$ cat src/rtl/shift_seq_pkg.sv
// rtl/shift_seq_pkg.sv - op, register-mode and FSM state encodings for shift_seq_ctrl
package shift_seq_pkg;

  typedef enum logic [1:0] {
    OP_LOAD = 2'b00,
    OP_SHR  = 2'b01,
    OP_SHL  = 2'b10,
    OP_ROR  = 2'b11
  } op_e;

  typedef enum logic [1:0] {
    MODE_LOAD = 2'b00,
    MODE_SHR  = 2'b01,
    MODE_SHL  = 2'b10,
    MODE_HOLD = 2'b11
  } mode_e;

  typedef enum logic [1:0] {
    ST_IDLE  = 2'b00,
    ST_LOAD  = 2'b01,
    ST_SHIFT = 2'b10,
    ST_DONE  = 2'b11
  } state_e;

  // Rotate right is a shift right whose fill is the outgoing bit 0.
  function automatic mode_e op_mode(op_e op);
    case (op)
      OP_LOAD: return MODE_LOAD;
      OP_SHL:  return MODE_SHL;
      default: return MODE_SHR;
    endcase
  endfunction

endpackage

$ cat src/rtl/shift_seq_ctrl.sv
// rtl/shift_seq_ctrl.sv - command sequencer driving a universal shift register
// Optional abort input / aborted output enabled by SHIFT_SEQ_ABORT_EN.
module shift_seq_ctrl
  import shift_seq_pkg::*;
#(
  parameter int WIDTH = 4,
  parameter int CNT_W = 3
) (
  input  logic             clock,
  input  logic             reset,
  input  logic             cmd_valid,
  output logic             cmd_ready,
  input  logic [1:0]       cmd_op,
  input  logic [CNT_W-1:0] cmd_count,
  input  logic             cmd_fill,
  input  logic [WIDTH-1:0] cmd_data,
  input  logic [WIDTH-1:0] reg_q,
  output logic [WIDTH-1:0] sr_in,
  output logic             sr_s1,
  output logic             sr_s0,
  output logic             sr_enable,
  output logic             sr_left_in,
  output logic             sr_right_in,
  output logic             busy,
  output logic             done
`ifdef SHIFT_SEQ_ABORT_EN
  ,
  input  logic             abort,
  output logic             aborted
`endif
);

  state_e           state;
  op_e              op_q;
  logic [CNT_W-1:0] cnt_q;
  logic             fill_q;
  logic [WIDTH-1:0] data_q;
  logic             abort_hit;
  logic             aborted_q;
  mode_e            mode;
  logic [WIDTH-2:0] reg_q_unused;

  assign reg_q_unused = reg_q[WIDTH-1:1];

`ifdef SHIFT_SEQ_ABORT_EN
  assign abort_hit = abort;
  assign aborted   = (state == ST_DONE) && aborted_q;
`else
  assign abort_hit = 1'b0;
`endif

  always_ff @(posedge clock) begin
    if (reset) begin
      state     <= ST_IDLE;
      op_q      <= OP_LOAD;
      cnt_q     <= '0;
      fill_q    <= 1'b0;
      data_q    <= '0;
      aborted_q <= 1'b0;
    end else begin
      case (state)
        ST_IDLE: begin
          aborted_q <= 1'b0;
          if (cmd_valid) begin
            op_q   <= op_e'(cmd_op);
            cnt_q  <= cmd_count;
            fill_q <= cmd_fill;
            data_q <= cmd_data;
            if (op_e'(cmd_op) == OP_LOAD)
              state <= ST_LOAD;
            else if (cmd_count != '0)
              state <= ST_SHIFT;
            else
              state <= ST_DONE;
          end
        end
        ST_LOAD: begin
          aborted_q <= abort_hit;
          state     <= ST_DONE;
        end
        ST_SHIFT: begin
          if (abort_hit) begin
            aborted_q <= 1'b1;
            state     <= ST_DONE;
          end else if (cnt_q == CNT_W'(1)) begin
            state <= ST_DONE;
          end else begin
            cnt_q <= cnt_q - CNT_W'(1);
          end
        end
        default: state <= ST_IDLE;
      endcase
    end
  end

  // Enable is also gated by reset so a mid-command reset cuts off the shift in flight.
  always_comb begin
    mode        = MODE_HOLD;
    sr_in       = '0;
    sr_enable   = 1'b0;
    sr_left_in  = 1'b0;
    sr_right_in = 1'b0;
    case (state)
      ST_LOAD: begin
        mode      = MODE_LOAD;
        sr_in     = data_q;
        sr_enable = !reset && !abort_hit;
      end
      ST_SHIFT: begin
        mode      = op_mode(op_q);
        sr_enable = !reset && !abort_hit;
        case (op_q)
          OP_SHL:  sr_left_in  = fill_q;
          OP_ROR:  sr_right_in = reg_q[0];
          default: sr_right_in = fill_q;
        endcase
      end
      default: ;
    endcase
  end

  assign sr_s1     = mode[1];
  assign sr_s0     = mode[0];
  assign cmd_ready = (state == ST_IDLE);
  assign busy      = (state != ST_IDLE);
  assign done      = (state == ST_DONE);

endmodule

$ cat config.mk
export PLATFORM = sky130hd
export DESIGN_NAME = shift_seq_ctrl
export DESIGN_NICKNAME = d
export VERILOG_FILES = /design/src/rtl/shift_seq_pkg.sv /design/src/rtl/shift_seq_ctrl.sv
export SDC_FILE = /design/constraint.sdc
export NUM_CORES = 1
export LEC_CHECK = 0
export BUFFER_PORTS_ARGS = -buffer_cell sky130_fd_sc_hd__buf_2
export CORE_UTILIZATION = 40
export CTS_CLUSTER_DIAMETER = 50
export DETAILED_ROUTE_END_ITERATION = 6
export GPL_TIMING_DRIVEN = 1
export PLACE_DENSITY_LB_ADDON = 0.2
export SLEW_MARGIN = 20
export SYNTH_ARGS = -nofsm -noshare
export SYNTH_HDL_FRONTEND = slang
export SYNTH_SLANG_ARGS = --single-unit
export TNS_END_PERCENT = 1
$ cat constraint.sdc
create_clock -name clock -period 1.8 [get_ports clock]
set_clock_uncertainty 0.1 [all_clocks]
set_input_delay 0.36 -clock clock [delete_from_list [all_inputs] [get_ports clock]]
set_output_delay 0.36 -clock clock [all_outputs]
set_load 0.005 [all_outputs]
* After elaboration in Yosys (flattened, before gate mapping) *
Cells that the tools add are included.

storage, ports and cells
  logic and storage cells = 42
  register bits = 12

operators by class
  mux-type cells = 16
  eq/ne operators = 9
  $add $sub $neg = 1
  reduce and logical (&&, ||, !) cells = 11

operator list
  operator                                           count
  == test 2 bit (second input constant)              4
  case mux 2 bit (2 select lines)                    2
  zero test 2 bit                                    3
  2-to-1 mux 2 bit                                   3
  2-to-1 mux 3 bit                                   2
  inequality test 2 bit (second input constant)      3
  case mux 2 bit (3 select lines)                    1
  case mux 3 bit (2 select lines)                    1
  2-to-1 mux 1 bit                                   5
  2-to-1 mux 4 bit                                   1
  AND reduction 2 bit                                2
  nonzero test 2 bit                                 2
  == test 3 x 1 -> 1 bit (second input constant)     1
  AND reduction 3 bit                                1
  nonzero test 3 bit                                 1
  subtractor 3 x 1 -> 3 bit (second input constant)  1
  == test 2 x 1 -> 1 bit (second input constant)     1
  case mux 1 bit (2 select lines)                    1
  OR reduction 2 bit                                 1
  zero test 1 bit                                    1

* Longest topological paths before layout *
  word-level depth = 5
  mapped depth = 6
  depth with buffers taken out = 5

* Least setup slack after synthesis *
OpenSTA, ideal clock, no wires.

  kind = register to output
  start = register state[0]
  end = output port sr_left_in
  slack = 254 ps
  arrival = 1086 ps
  data required time = 1340 ps
  path buffers = 1
  cell stages (with the launch flop) = 7
  cell sequence = dfxtp_1 -> inv_1 -> ha_1 -> buf_6 -> inv_2 -> nor2_1 -> and3_1

between the ends
  longest elaborated chain between the ends = 2

ends and longest elaborated chain
  what                    RTL line               source
  start, declared         shift_seq_ctrl.sv:33   state_e state;
  start signal, assigned  shift_seq_ctrl.sv:54   state <= ST_IDLE;
  start signal, assigned  shift_seq_ctrl.sv:70   state <= ST_LOAD;
  start signal, assigned  shift_seq_ctrl.sv:72   state <= ST_SHIFT;
  == test 2 bit           shift_seq_ctrl.sv:103  case (state)
  2-to-1 mux 1 bit        shift_seq_ctrl.sv:103
  end, declared           shift_seq_ctrl.sv:22   output logic sr_left_in,

No other way between the ends.

* Final worst setup path *
Ends and elaborated chain as after synthesis.

==> reports/qor.yml <==
outcome: "finished, final reports clean"
synth_compound_area_share_pct: 23.3
critPathMaxFanout: 6
dr_total_vias: 731
dp_hpwl_mm: 1.21
critPathMaxStageDelay_ps: 390
fin_ws_ps: 32.4
antenna_found_initial: 0
final_util_pct: 55.9
synth_top_family_by_area: "simple AND/OR/NAND/NOR gates"
worst_pin_slew_ps: 304
fin_crit_sh_pct: 98.2
grt-ovfl-total: 0
io_pins: 29
crit_type: "reg2out"
synth-async-reset-ratio_pct: 0
syn_nets: 117
slowest_stage: "dfxtp_2"
min_period_ps: 1770
crit_buf_inv: 3
netlist_area_um2: 769
dr.pass1.iters: 4
sw_frac_of_total_pct: 39.4
die_height_um: 45.9
hold_viol: 0
max_clock_freq_mhz: 566
final_common_cell: "buf_2"
rsz0062_at_grt: "true"
synthMuxAreaShare_pct: 1.95
synthAdderAreaFrac_pct: 11.4
placed_cells: 142
finalMaxSlewViolations: 0
grt_pass1_vias: 625
ys.flop_type: "dfxtp_1"
pre_cts_ws_ps: 134
clk_pin_slew_worst_paths_ps: 80
cts_root_buf: "clkbuf_4"
grt_max_degree: 17
ys_types: 30
drtAntennaViolNets: 0
met2_length_um: 725
wl_met1_um: 756
cts_buffer_depth: 2
synth_xor_xnor_area_share_pct: 0
initial_core_util_pct: 43.6
cts_setup_buffers: 0
placed_area_um2: 917
num-nets-final: 146
insertion_delay_ps: 260
arrival_ps: 1310
vdd_ir_drop_max_mv: 0.712
critPathCaptureType: "output pin"
layout.cells.non_filler: 146
core_area_um2: 1760
drtIter0Drc: 7
cp.required_ps: 1340
routed_wl_mm: 1.57
synth-edff-count: 0
cp-start-kind: "register"
numClockSinks: 12
top_layer: "met4"
p_leak_nw: 0.450
clockPowerShare_pct: 14.8
power_switching_uw: 564
drive_gt1_share_pct: 34.7
crit_family: "flip-flops"
rows: 15
power_density_nw_per_um2: 1450
vias_per_cell: 5.01
min_path_type: "in2reg"
grtUsageTotal_pct: 16.4
slew_headroom_pct: 79.4
dr_wl_met3_um: 72
synth_seq_cells: 12
fin_area_um2: 986
antenna_cells: 0
final_cell_mix: "buf_2, a21oi_1, nand2_1, dfxtp_1, nand3_1"
area_delta_synth_final_pct: 28.1
grt_pass1_wl_mm: 2.50
setup_violations: 0
power_frac_comb_pct: 56.2
synthSimpleGateAreaFrac_pct: 25.2
cts_max_level: 1
port_buffers: 25
route.detailed.drc: 0
routedWlPerCell_um: 10.7
cts_buffers: 3
p_int_uw: 869
place_congestion: 0.707
cap_violations: 0
die_w_um: 45.9
pwr-share-seq_pct: 29.0
ys_seq_area_share_pct: 31.2
avgSynthCellArea_um2: 8.27
setup_tns_ps: 0
cp_cell_sequence: "inv_4 > ha_4 > inv_2 > nor2_1 > and3_1 > buf_2"
die_area_um2: 2100
synth_cells: 93
cts_tree: "built"
ys_warn_count: 0
==> cell type report <==
type	count	area, µm²
Fill cell	178	778
Multi-Input combinational cell	71	500
Sequential cell	12	245
Timing Repair Buffer	28	148
Clock buffer	4	36.3
Tap cell	25	31.3
Inverter	6	25.0
==> worst reg2reg max path, cell delays in order, from the launching register on <==
cell and delay [ps]:
dfxtp_2 390, inv_4 70, ha_4 170, mux2_4 330, a41o_1 240, a21oi_2 90
==> routing by layer <==
layer	vias up	global-route usage (%)
met5	-	0
met4	0	7.06
met3	2	2.38
met2	21	26.5
met1	319	21.5
li1	389	-
==> flip-flops by register name (all words and copies together) (netlist names) <==
register and count:
data_q 4, cnt_q 3, op_q 2, state 2, fill_q 1
==> synth_stat cells, drive strengths merged (2+ instances only) <==
master   n  share of area [%]
a21oi   12                8.3
dfxtp   12                 31
nand2   10                4.9
nand3    8                5.2
ha       7                 11
inv      6                2.9
and2     4                3.3
nand2b   4                3.3
buf      3                3.6
nor2     3                1.5
nor2b    3                2.4
o32ai    3                3.4
nand3b   2                2.0
o211ai   2                2.0
o21a     2                2.0
==> path summary, 6_finish.rpt <==
kind,from,to,slack (ps),cells past startpoint
worst max register to register,state[0]$_SDFFE_PP0P_,cnt_q[0]$_SDFFE_PP0P_,350,5
worst max-delay path,state[0]$_SDFFE_PP0P_,sr_left_in,30,6
worst min-delay path,cmd_data[1],data_q[1]$_SDFFE_PP0P_,240,3
worst min register to register,data_q[2]$_SDFFE_PP0P_,data_q[2]$_SDFFE_PP0P_,350,2
==> power groups by stage <==
stage | Combinational [mW] | Clock (mW) | Sequential, mW
3_3_place_gp | 0.748 | 0 | 0.399
2_1_floorplan | 0.542 | 0 | 0.389
6_report | 0.806 | 0.212 | 0.415
3_5_place_dp | 0.747 | 0 | 0.405
5_1_grt | 0.908 | 0.237 | 0.424
4_1_cts | 0.776 | 0.218 | 0.407
==> logic make-up (layout without fill, tap and decap cells) <==
logic type,after synthesis,in the layout
AO/OA/AOI/OAI,26,26
adder cells (fa/ha/maj),7,7
buffers and inverters,10,38
flip-flops,12,12
multiplexers,1,1
AND/OR/NAND/NOR,37,37
==> metrics by stage <==
step	hold slack (ps)	power, mW
6_report	238	1.43
5_1_grt	236	1.57
4_1_cts	233	1.40
3_5_place_dp	346	1.15
3_3_place_gp	339	1.15
2_1_floorplan	332	0.931
==> repair_timing <==
action	in CTS	in global routing
setup endpoints to repair	5	8
cloned	0	0
hold buffers	0	0
gates resized for setup	6	4
No activity file was read; power rests on OpenSTA's default activity.
